## src/rtl/mem_wb_skid_reg.sv

```systemverilog
// MEM/WB pipeline register with a 2-entry skid buffer, a synchronous flush and a saturating stall counter.
// Latency is one edge from accept to output; in_ready is registered and drops only while the skid entry is occupied.
module mem_wb_skid_reg #(
   parameter int DATA_W  = 8,
   parameter int LANES   = 3,
   parameter int INSTR_W = 19,
   parameter int CTRL_W  = 3,
   parameter int CNT_W   = 8
) (
   input  logic                      clk,
   input  logic                      reset,
   input  logic                      in_valid,
   output logic                      in_ready,
   input  logic [LANES*DATA_W-1:0]   in_data,
   input  logic [INSTR_W-1:0]        in_instr,
   input  logic [CTRL_W-1:0]         in_ctrl,
   input  logic                      flush,
   output logic                      out_valid,
   input  logic                      out_ready,
   output logic [LANES*DATA_W-1:0]   out_data,
   output logic [INSTR_W-1:0]        out_instr,
   output logic [CTRL_W-1:0]         out_ctrl,
   output logic [CNT_W-1:0]          stall_cnt
);

   typedef enum logic [1:0] {EMPTY, FULL, SKID} state_t;

   state_t                    state;
   state_t                    state_nxt;
   logic                      ready_q;
   logic                      acc;
   logic                      con;
   logic [LANES*DATA_W-1:0]   main_data;
   logic [LANES*DATA_W-1:0]   skid_data;
   logic [INSTR_W-1:0]        main_instr;
   logic [INSTR_W-1:0]        skid_instr;
   logic [CTRL_W-1:0]         main_ctrl;
   logic [CTRL_W-1:0]         skid_ctrl;

   assign acc = in_valid & in_ready;
   assign con = out_valid & out_ready;

   // in_ready is the registered image of "next state is not SKID".
   always_ff @(posedge clk) begin
      if (reset) begin
         state   <= EMPTY;
         ready_q <= 1'b1;
      end else begin
         state   <= state_nxt;
         ready_q <= (state_nxt != SKID);
      end
   end

   always_comb begin
      state_nxt = state;
      if (flush) begin
         state_nxt = EMPTY;
      end else begin
         case (state)
            EMPTY: if (acc) state_nxt = FULL;
            FULL: begin
               if (acc && !con)      state_nxt = SKID;
               else if (!acc && con) state_nxt = EMPTY;
            end
            SKID:  if (con) state_nxt = FULL;
            default: state_nxt = EMPTY;
         endcase
      end
   end

   always_comb begin
      in_ready  = ready_q;
      out_valid = (state != EMPTY);
      out_data  = main_data;
      out_instr = main_instr;
      out_ctrl  = main_ctrl & {CTRL_W{out_valid}};
   end

   // Payload moves follow the same transitions; a flush leaves stale payload behind its cleared state.
   always_ff @(posedge clk) begin
      if (reset) begin
         main_data  <= '0;
         main_instr <= '0;
         main_ctrl  <= '0;
         skid_data  <= '0;
         skid_instr <= '0;
         skid_ctrl  <= '0;
      end else if (!flush) begin
         case (state)
            EMPTY: begin
               if (acc) begin
                  main_data  <= in_data;
                  main_instr <= in_instr;
                  main_ctrl  <= in_ctrl;
               end
            end
            FULL: begin
               if (acc && con) begin
                  main_data  <= in_data;
                  main_instr <= in_instr;
                  main_ctrl  <= in_ctrl;
               end else if (acc) begin
                  skid_data  <= in_data;
                  skid_instr <= in_instr;
                  skid_ctrl  <= in_ctrl;
               end
            end
            SKID: begin
               if (con) begin
                  main_data  <= skid_data;
                  main_instr <= skid_instr;
                  main_ctrl  <= skid_ctrl;
               end
            end
            default: ;
         endcase
      end
   end

   always_ff @(posedge clk) begin
      if (reset)
         stall_cnt <= '0;
      else if (out_valid && !out_ready && (stall_cnt != {CNT_W{1'b1}}))
         stall_cnt <= stall_cnt + CNT_W'(1);
   end

endmodule

```

## config.mk

```make
export PLATFORM = sky130hd
export DESIGN_NAME = mem_wb_skid_reg
export DESIGN_NICKNAME = d
export VERILOG_FILES = /design/src/rtl/mem_wb_skid_reg.sv
export SDC_FILE = /design/constraint.sdc
export NUM_CORES = 1
export LEC_CHECK = 0
export CAP_MARGIN = 20
export CORE_MARGIN = 10
export CORE_UTILIZATION = 28
export DETAILED_ROUTE_END_ITERATION = 8
export GPL_TIMING_DRIVEN = 0
export PLACE_DENSITY_LB_ADDON = 0.15
export SKIP_CTS_REPAIR_TIMING = 1
export SYNTH_ARGS = -nofsm -noshare
export SYNTH_HDL_FRONTEND = slang
export SYNTH_SLANG_ARGS = --single-unit
```

## constraint.sdc

```tcl
create_clock -name clk -period 2 [get_ports clk]
set_clock_uncertainty 0.1 [all_clocks]
set_input_delay 0.4 -clock clk [delete_from_list [all_inputs] [get_ports clk]]
set_output_delay 0.4 -clock clk [all_outputs]
set_load 0.01 [all_outputs]
```

* Yosys cells after proc, flatten, opt, wreduce, memory -nomap -nowiden
Cells that the tools add are included.
** Word-level totals
- Bits in registers :: 103
- Input bits :: 51
- Output and inout port bits :: 56
- Word-level logic and storage cells :: 53
** Cells by class
- Add/sub/neg operators :: 1
- Equal/unequal tests :: 7
- Muxes and demuxes :: 18
- Bitwise operators :: 5
- Reductions and logical operators :: 13
** Operators by type and width (count)
- $mux 24 :: 3
- $pmux 24 s3 :: 1
- $mux 19 :: 3
- $pmux 19 s3 :: 1
- $mux 2 :: 5
- $mux 3 :: 3
- $pmux 3 s3 :: 1
- $add 8x1->8 const B :: 1
- $ne 2x2->1 const B :: 4
- $ne 8x8->1 const B :: 1
- $pmux 2 s3 :: 1
- $logic_and 1x1->1 :: 5
- $reduce_and 5->1 :: 1
- $reduce_and 4->1 :: 1
- $and 3x3->3 :: 1
- $logic_not 1->1 :: 3
- $reduce_bool 3->1 :: 1
- $and 1x1->1 :: 2
- $eq 2x1->1 const B :: 1
- $eq 2x2->1 const B :: 1
- $logic_not 2->1 :: 1
- $not 1->1 :: 2
- $reduce_bool 2->1 :: 1

* Longest topological paths before layout
Gate-level depths: netlist of the first run.
- Word-level depth :: 8
- Depth in mapped cells :: 6
- Mapped depth without buffers :: 5

* Worst setup path after synthesis of the first run
No wires, ideal clock.
- Path type :: reg-to-reg
- From :: reg stall_cnt[0]
- To :: reg stall_cnt[1]
- Setup time :: 128 ps
- Arrival :: 1478 ps
- Required time :: 1772 ps
- Path slack :: 294 ps
- Cell stages (with the launch flop) :: 7
- Buffers on the path :: 1
- Clock period less this slack :: 1706 ps
- Cells stage by stage :: dfxtp_1 -> ha_1 -> and4_1 -> clkbuf_1 -> a21boi_0 -> mux2i_1 -> nor2_1
** Between the ends
- Cells in the longest elaborated chain, start to end :: 2
- Elaborated cells between the ends (all ways) :: 3
- Those cells by class :: 1 x add/sub; 1 x eq/ne; 1 x reduce/logical
** RTL lines
- start, declared :: RTL line 23 : output logic [CNT_W-1:0] stall_cnt
- start signal, assigned :: RTL line 124 : stall_cnt <= stall_cnt + CNT_W'(1);
- branches (longest 2 deep; another with $add 8x1->8)
Several ways; the timed one is not identified.
A chain may end at the register's enable or synchronous reset.

* Final worst setup path of the first run
- From :: in in_valid
- To :: reg skid_instr[17]
** Between the ends
- Cells in the longest elaborated chain, start to end :: 4
** RTL lines
- start, declared :: RTL line 12 : input logic in_valid,
- $and 1x1->1 * :: RTL line 40 : assign acc = in_valid & in_ready;
- $logic_and 1x1->1 :: RTL line 98 : if (acc && con) begin
- $not 1->1 (no line)
- $reduce_and 4->1 (no line) *
- end signal, assigned :: RTL line 104 : skid_instr <= in_instr;
- end, declared :: RTL line 36 : logic [INSTR_W-1:0] skid_instr;
Mark *: on every way between the ends. The rest lies on a longest branch, timed or not.

==> results of run 1 <==
-- cells in the final DEF, fill, tap and decap left out, drive strengths merged, types with 2 or more instances in the layout --
cell type      netlist  final
nor4b                2      2
a211oi              46     46
dfxtp              103    103
nor2                54     54
a31oi                2      2
a21oi               49     49
clkbuf              15     28
and3                 2      2
mux2i               47     47
inv                  3      3
nand2               94     94
clkdlybuf4s50        0    101
nor3                 5      5
nand3                3      3
nand4                2      2
buf                 23     23
dlymetal6s2s         0      4
xnor2                2      2
nor2b                4      4
-- through the flow --
| step | area (um2) | TNS (ns) | utilization (%) | setup slack, ns |
|---|---|---|---|---|
| floorplan | 4210 | 0 | - | 0.294 |
| global placement | 5490 | -30.66 | 37.5 | -0.394 |
| detailed placement | 5490 | -34.12 | 37.5 | -0.422 |
| CTS | 5790 | -3.16 | 39.5 | -0.319 |
| global route | 5830 | -0.00935 | 39.8 | -0.00368 |
| finish | 5830 | 0 | 39.8 | 0.0566 |
-- worst max-delay path: cells and delay by family --
kind | cells | cell delay [ns]
buffers and inverters | 3 | 0.95
and+or+nand+nor | 3 | 0.65
AOI/OAI and AO/OA | 1 | 0.06
-- final cells by class --
class,instances,area [um2]
repair buffers,106,1070
clock buffers,12,256
plain buffers,38,233
fillers,1461,8810
well taps,184,230
multi-input cells,328,1920
inverters,3,11.3
clock inverters,3,42.5
flip-flops and latches,103,2060
diodes,1,2.50
-- where the power goes --
part	internal, mW	leakage [nW]	switching, mW	total [mW]
clock network	1.03	0.145	0.742	1.77
registers	2.13	0.840	0.0465	2.17
logic	0.293	1.41	0.251	0.544
total	3.45	2.39	1.04	4.49
-- cells by family after synthesis --
family / share of synthesized area [%]
and+or+nand+nor: 17.4
AOI/OAI and AO/OA: 15.8
DFF: 49.0
muxes: 11.2
buffers and inverters: 5.65
xor gates and xnor gates: 0.625
adders and majority gates: 0.297
-- worst paths after layout --
path | end | slack [ns]
worst max register to register | stall_cnt[1] | 0.19
worst min register to register | skid_data[20] | 0.35
worst max-delay path | skid_instr[17] | 0.06
worst min-delay path | skid_data[20] | 0.35
-- sequential cells by signal (all words and copies together), names as in the netlist --
| register | flops |
|---|---|
| state | 2 |
| skid_ctrl | 3 |
| main_ctrl | 3 |
| stall_cnt | 8 |
| out_instr | 19 |
| skid_instr | 19 |
| skid_data | 24 |
| in_ready | 1 |
| out_data | 24 |
-- per-layer routing --
metal  global-route usage, %  vias up
met3                    5.61       11
met1                    14.8     1686
met4                    2.99        0
met2                    19.7      112
met5                       0        -
li1                        -     1856
==> results.txt, run 1 <==
The remaining routing DRC violations is 0. Wire segments on met2 add up to between 5000 and 6000 um in the final route. The number of H-tree levels is 3. The worst-path maximum fanout is 10. The slew at the pin closest to its max-slew limit came out at 0.684 ns. The cell sitting at the root of the clock tree is a clkbuf_16. Counting flops and latches in the post-synthesis netlist gives 103. The startpoint identified for the worst hold timing path is skid_data[20]. The mean cell area of the mapped netlist came out at between 8 and 9 um2. The first-pass detailed-route iteration total is 4.

The synthesized design spends more area on one cell type than any other, namely dfxtp_1. The worst setup path is captured at a flop. Synthesis produced a netlist whose cell count is between 400 and 500. The first-pass GRT wire length came out at between 15,000 and 20,000 um.

The final non-filler cell total is a little under 800. VDD sags by at most approximately 0.52 mV. The highest metal layer carrying signal wires in the routed design is met4.

Entering global routing, the biggest net connects 16 pins. Power spread over the standard cell area amounts to 770 nW/um2. The sort of element at the start of the critical path is an input pin. The number of buffers created by CTS is 9.

The post-layout minimum cycle time came out at a little under 2 ns. The total nets after synthesis came out at about 520. The total count of max-transition violations in the final report came out at 0.

The count of cells along the worst register-to-register path came out at 6. By startpoint and endpoint, the worst setup path is classified as in -> reg. The initial antenna violation count came out at 1. Setup violations remaining at the end of the flow were counted as 0. The path class of the tightest hold or removal check is reg -> reg. The per-cell via count in the routed design is ~4.7. In this run the horizontal extent of the chip is about 140 um. The number of vias after detailed routing came out at ~3,700.

The run finished with clean final reports. The total met3 wirelength after detailed routing came out at between 900 and 1000 um. The initial cell density of the core came out at between 20% and 30%. The number of hold-slack violations in the final timing report came out at 0.

The relative area change from synthesis to final layout came out at 38.6%. The fraction of registers with async set or reset after synthesis is 0%. The total global-route track usage is between 10% and 20%.

The signal on the critical path passes through clkdlybuf4s50_1, nand3b_4, or4b_1, buf_2, buf_6, nand2_1, a21oi_1. For this block, the initial DRC count from the detailed router was ~150. The number of I/O pins is about 110. The total overflow reported by the global router came out at 0. The routability-driven placement congestion ratio came out at between 0.7 and 0.8.

The number of nets in the finished design is 641. Row generation in the floorplan step produced 44 rows. The worst reg2reg path startpoint is stall_cnt[0]. The share of the clock period used by the worst path after layout came out at 97.2%.

The number of placed instances, taps included, is about 760. Clock tree synthesis found a total of 103 sinks. The share of final-layout standard cells stronger than drive strength 1 is about 8.1%. The average wire per standard cell is around 16 um. Summing every instance area after synthesis gives approximately 4200 um2. The clock-pin slew on the worst setup and hold paths is ~0.07 ns. The area of the core is approximately 15,000 um2. The slowest stage of the critical path is the clkdlybuf4s50_1 cell.

The number of stages on the worst hold path came out at 2. The HPWL after detailed placement is between 9000 and 10,000 um. The die area came out at 20,300 um2.

The achievable clock frequency is 515 MHz. The arrival time of the worst setup path is about 2.1 ns. The quantity of I/O buffers inserted on ports came out at roughly 110. The die height came out at 143 um.

In this run the static leakage power is 2.39 nW. Measured against its own limit, the worst slew margin works out to a little over half. The total of warnings raised by yosys came out at 0.

Yosys instantiated no cell more often than dfxtp_1. The post-route total power came out at 4.49 mW. The number of library cell types mapped by synthesis came out at 36. The most critical setup path has its startpoint at in_valid.

In the final routing, the length of wire on met1 measures between 5000 and 6000 um. The required time of the critical path came out at roughly 2.1 ns. The number of enable flip-flop cells after synthesis came out at 0. Sorting the synthesized cells by area gives the leading types as dfxtp_1 49%, mux2i_1 11%, nand2_1 8.4%, a211oi_1 8.2%, a21oi_1 5.8%. Hold timing on the final database bottoms out at a slack of 0.355 ns. The via count of the first global-routing pass was approximately 3,700. The number of max-capacitance violations reported came out at 0. No sink is reached through more buffers than the 2 on the longest clock path. The commonest cells after synthesis are 103 x dfxtp_1, 94 x nand2_1, 54 x nor2_1. The leading register cell type out of synthesis is dfxtp_1. TritonCTS built the clock tree. The largest single stage delay on the critical path is between 0.5 and 0.6 ns. The overall routed net length is between 10,000 and 15,000 um.

The sequential cell area fraction in the yosys report came out at approximately 50%. The count of nets left with antenna violations after detail routing came out at 0. The clock latency on the worst-skew pair came out at around 0.34 ns. The area share of the largest cell type after synthesis is roughly half.
No activity file was read; power rests on OpenSTA's default activity.
==> inputs of run 2 (changes only) <==
CELL_PAD_IN_SITES_DETAIL_PLACEMENT = 0   (was default)
CELL_PAD_IN_SITES_GLOBAL_PLACEMENT = 1   (was default)
==> results.txt, run 2 (synthesis results as in run 1) <==
The run finished with clean final reports. The post-layout minimum cycle time is 1.95 ns (+0.00976 ns). The number of buffers created by CTS is 9 (unchanged). The final non-filler cell total is 779 (+0.13%).

The total count of max-transition violations in the final report is 0 (unchanged). The number of DRC markers after the initial detailed-route iteration came out at 133 (-11%). STA classifies the critical path endpoint as a primary output.

The static leakage was 2.39 nW (-0.32%). Clock tree synthesis selected as its root buffer the cell clkbuf_16. The peak supply drop is 0.425 mV (-18%). The die height is 143 um (unchanged). The arrival time of the worst setup path came out at 1.45 ns (-0.61 ns).

Leaving out fill and tap cells, the most frequent cells in the layout are 101 x dfxtp_1, 100 x clkdlybuf4s50_1, 94 x nand2_1. The placed instance count came to 761 (unchanged). The total global-route track usage came to 12.8% (+0.45 points). The worst slew margin relative to its limit was 59.8% (+5.4 points). The floorplan die width was 143 um (unchanged). The area of placed instances is 5490 um2 (unchanged).

The share of final-layout standard cells stronger than drive strength 1 came to 7.90% (-0.20 points). The HPWL after detailed placement was 9170 um (-1.1%). The area of the core is 14,600 um2 (unchanged). The post-route total power is 4.35 mW (-3.1%). The achievable clock frequency was 512 MHz (-0.50%).

TritonCTS built the clock tree. The share of the clock period used by the worst path after layout came out at 97.7% (+0.49 points). The post-layout worst setup margin came out at 0.0468 ns (-0.00976 ns). The highest routed metal layer is met5. The number of hold-slack violations in the final timing report is 0 (unchanged). The maximum number of pins on one net before global-route repair is 16 (unchanged). The worst-path maximum fanout came out at 6 (-4).

The routed length on met2 came out at 5560 um (-2.8%). The number of max-capacitance violations reported came out at 0 (unchanged). The via count of the first global-routing pass is 3,713 (+1.4%). The total overflow reported by the global router came to 0 (unchanged).

The buffer depth of the longest clock path is 2 (unchanged). The most common library cell in the layout ignoring fill and taps is dfxtp_1. The clock-pin slew on the worst setup and hold paths is 0.07 ns (about the same). The number of clock sinks was 103 (unchanged). In this run the worst hold path is classified as reg -> reg. The total met3 wirelength after detailed routing was 933 um (-4.3%). The wire length the detailed router placed on met1 came out at 6030 um (+6.2%). Setup repair after global routing left no endpoint under its margin.

The count of nets left with antenna violations after detail routing came out at 0 (unchanged). The smallest hold slack is 0.353 ns (-0.00128 ns). The total power per unit cell area is 750 nW/um2 (-2.6%). The initial antenna violation count came to 1 (unchanged). The worst slack at placement is -0.461 ns (-0.0388 ns). The area growth from synthesis to layout is 37.9%. The critical path is of the reg -> out type. The sort of element at the start of the critical path is a flop. The initial cell density of the core is 28.7% (unchanged). The number of vias after detailed routing came to 3,676 (+0.30%). The average wire per standard cell is 16.4 um (+1.9%). The number of H-tree levels came out at 3 (unchanged). The first-pass GRT wire length came out at 20,300 um (+2.5%). The die area is 20,300 um2 (unchanged).

The number of nets in the finished design was 642 (+0.16%). The first-pass detailed-route iteration total came out at 4 (unchanged). The final sum of negative setup slack is 0 ns (unchanged). The remaining routing DRC violations was 0 (unchanged). The required time of the critical path came out at 1.50 ns (-0.61 ns).

The routability-driven placement congestion ratio came out at 0.790 (+1.9%). The per-cell via count in the routed design was 4.72 (+0.17%). The post-layout instance area is 5800 um2 (-0.49%). The slew at the pin closest to its max-slew limit is 0.603 ns (-0.0817 ns). The number of I/O pins is 107 (unchanged). The number of endpoints failing setup at the final stage is 0 (unchanged).

The overall routed net length is 12,700 um (+2.0%). The final cell utilization of the core came out at 39.6% (-0.20 points). The quantity of I/O buffers inserted on ports is 105 (unchanged).

The count of standard-cell rows is 44 (unchanged). The number of diodes is 0 (-1). The clock latency on the worst-skew pair is 0.35 ns (about the same).
## run 2: changes by cell type in the layout (fill, tap and decap cells not counted), sizes merged
cell / previous run / this run
buf: 23 / 25
diode: 1 / 0
clkinvlp: 1 / 2
clkdlybuf4s50: 101 / 100
dlymetal6s2s: 4 / 5
bufinv: 1 / 0
## run 2: path summary, 6_finish.rpt
path / startpoint / end / slack (ns) / depth (start not counted)
hold / removal: skid_ctrl[0] / skid_ctrl[0] / 0.35 / 2
setup reg to reg: stall_cnt[0] / stall_cnt[7] / 0.17 / 6
setup / recovery: state[1] / out_valid / 0.05 / 3
hold reg to reg: skid_ctrl[0] / skid_ctrl[0] / 0.35 / 2
## run 2: routing by layer
| layer | up-vias | global-route usage, % |
|---|---|---|
| met1 | 1713 | 16.0 |
| met5 | - | 0 |
| met4 | 2 | 4.61 |
| li1 | 1863 | - |
| met2 | 81 | 19.3 |
| met3 | 17 | 5.07 |
## run 2: layout make-up
cell class              instances  area, um2
clock buffers                  13        240
clock inverters                 3       20.0
plain buffers                  38        235
well taps                     184        230
inverters                       3       11.3
fillers                      1517       8840
multi-input cells             328       1920
repair buffers                107       1080
flip-flops and latches        103       2060
## run 2: power by group
group | switching, mW | total (mW) | internal (mW) | leakage [nW]
registers | 0.0438 | 2.17 | 2.13 | 0.840
clock network | 0.788 | 1.63 | 0.845 | 0.120
logic | 0.252 | 0.547 | 0.294 | 1.43
## run 2: worst max-delay path, stage by stage (launching register included)
cell and delay (ns):
dfxtp_2 0.40, nor2_4 0.06, inv_1 0.09, clkdlybuf4s50_1 0.55
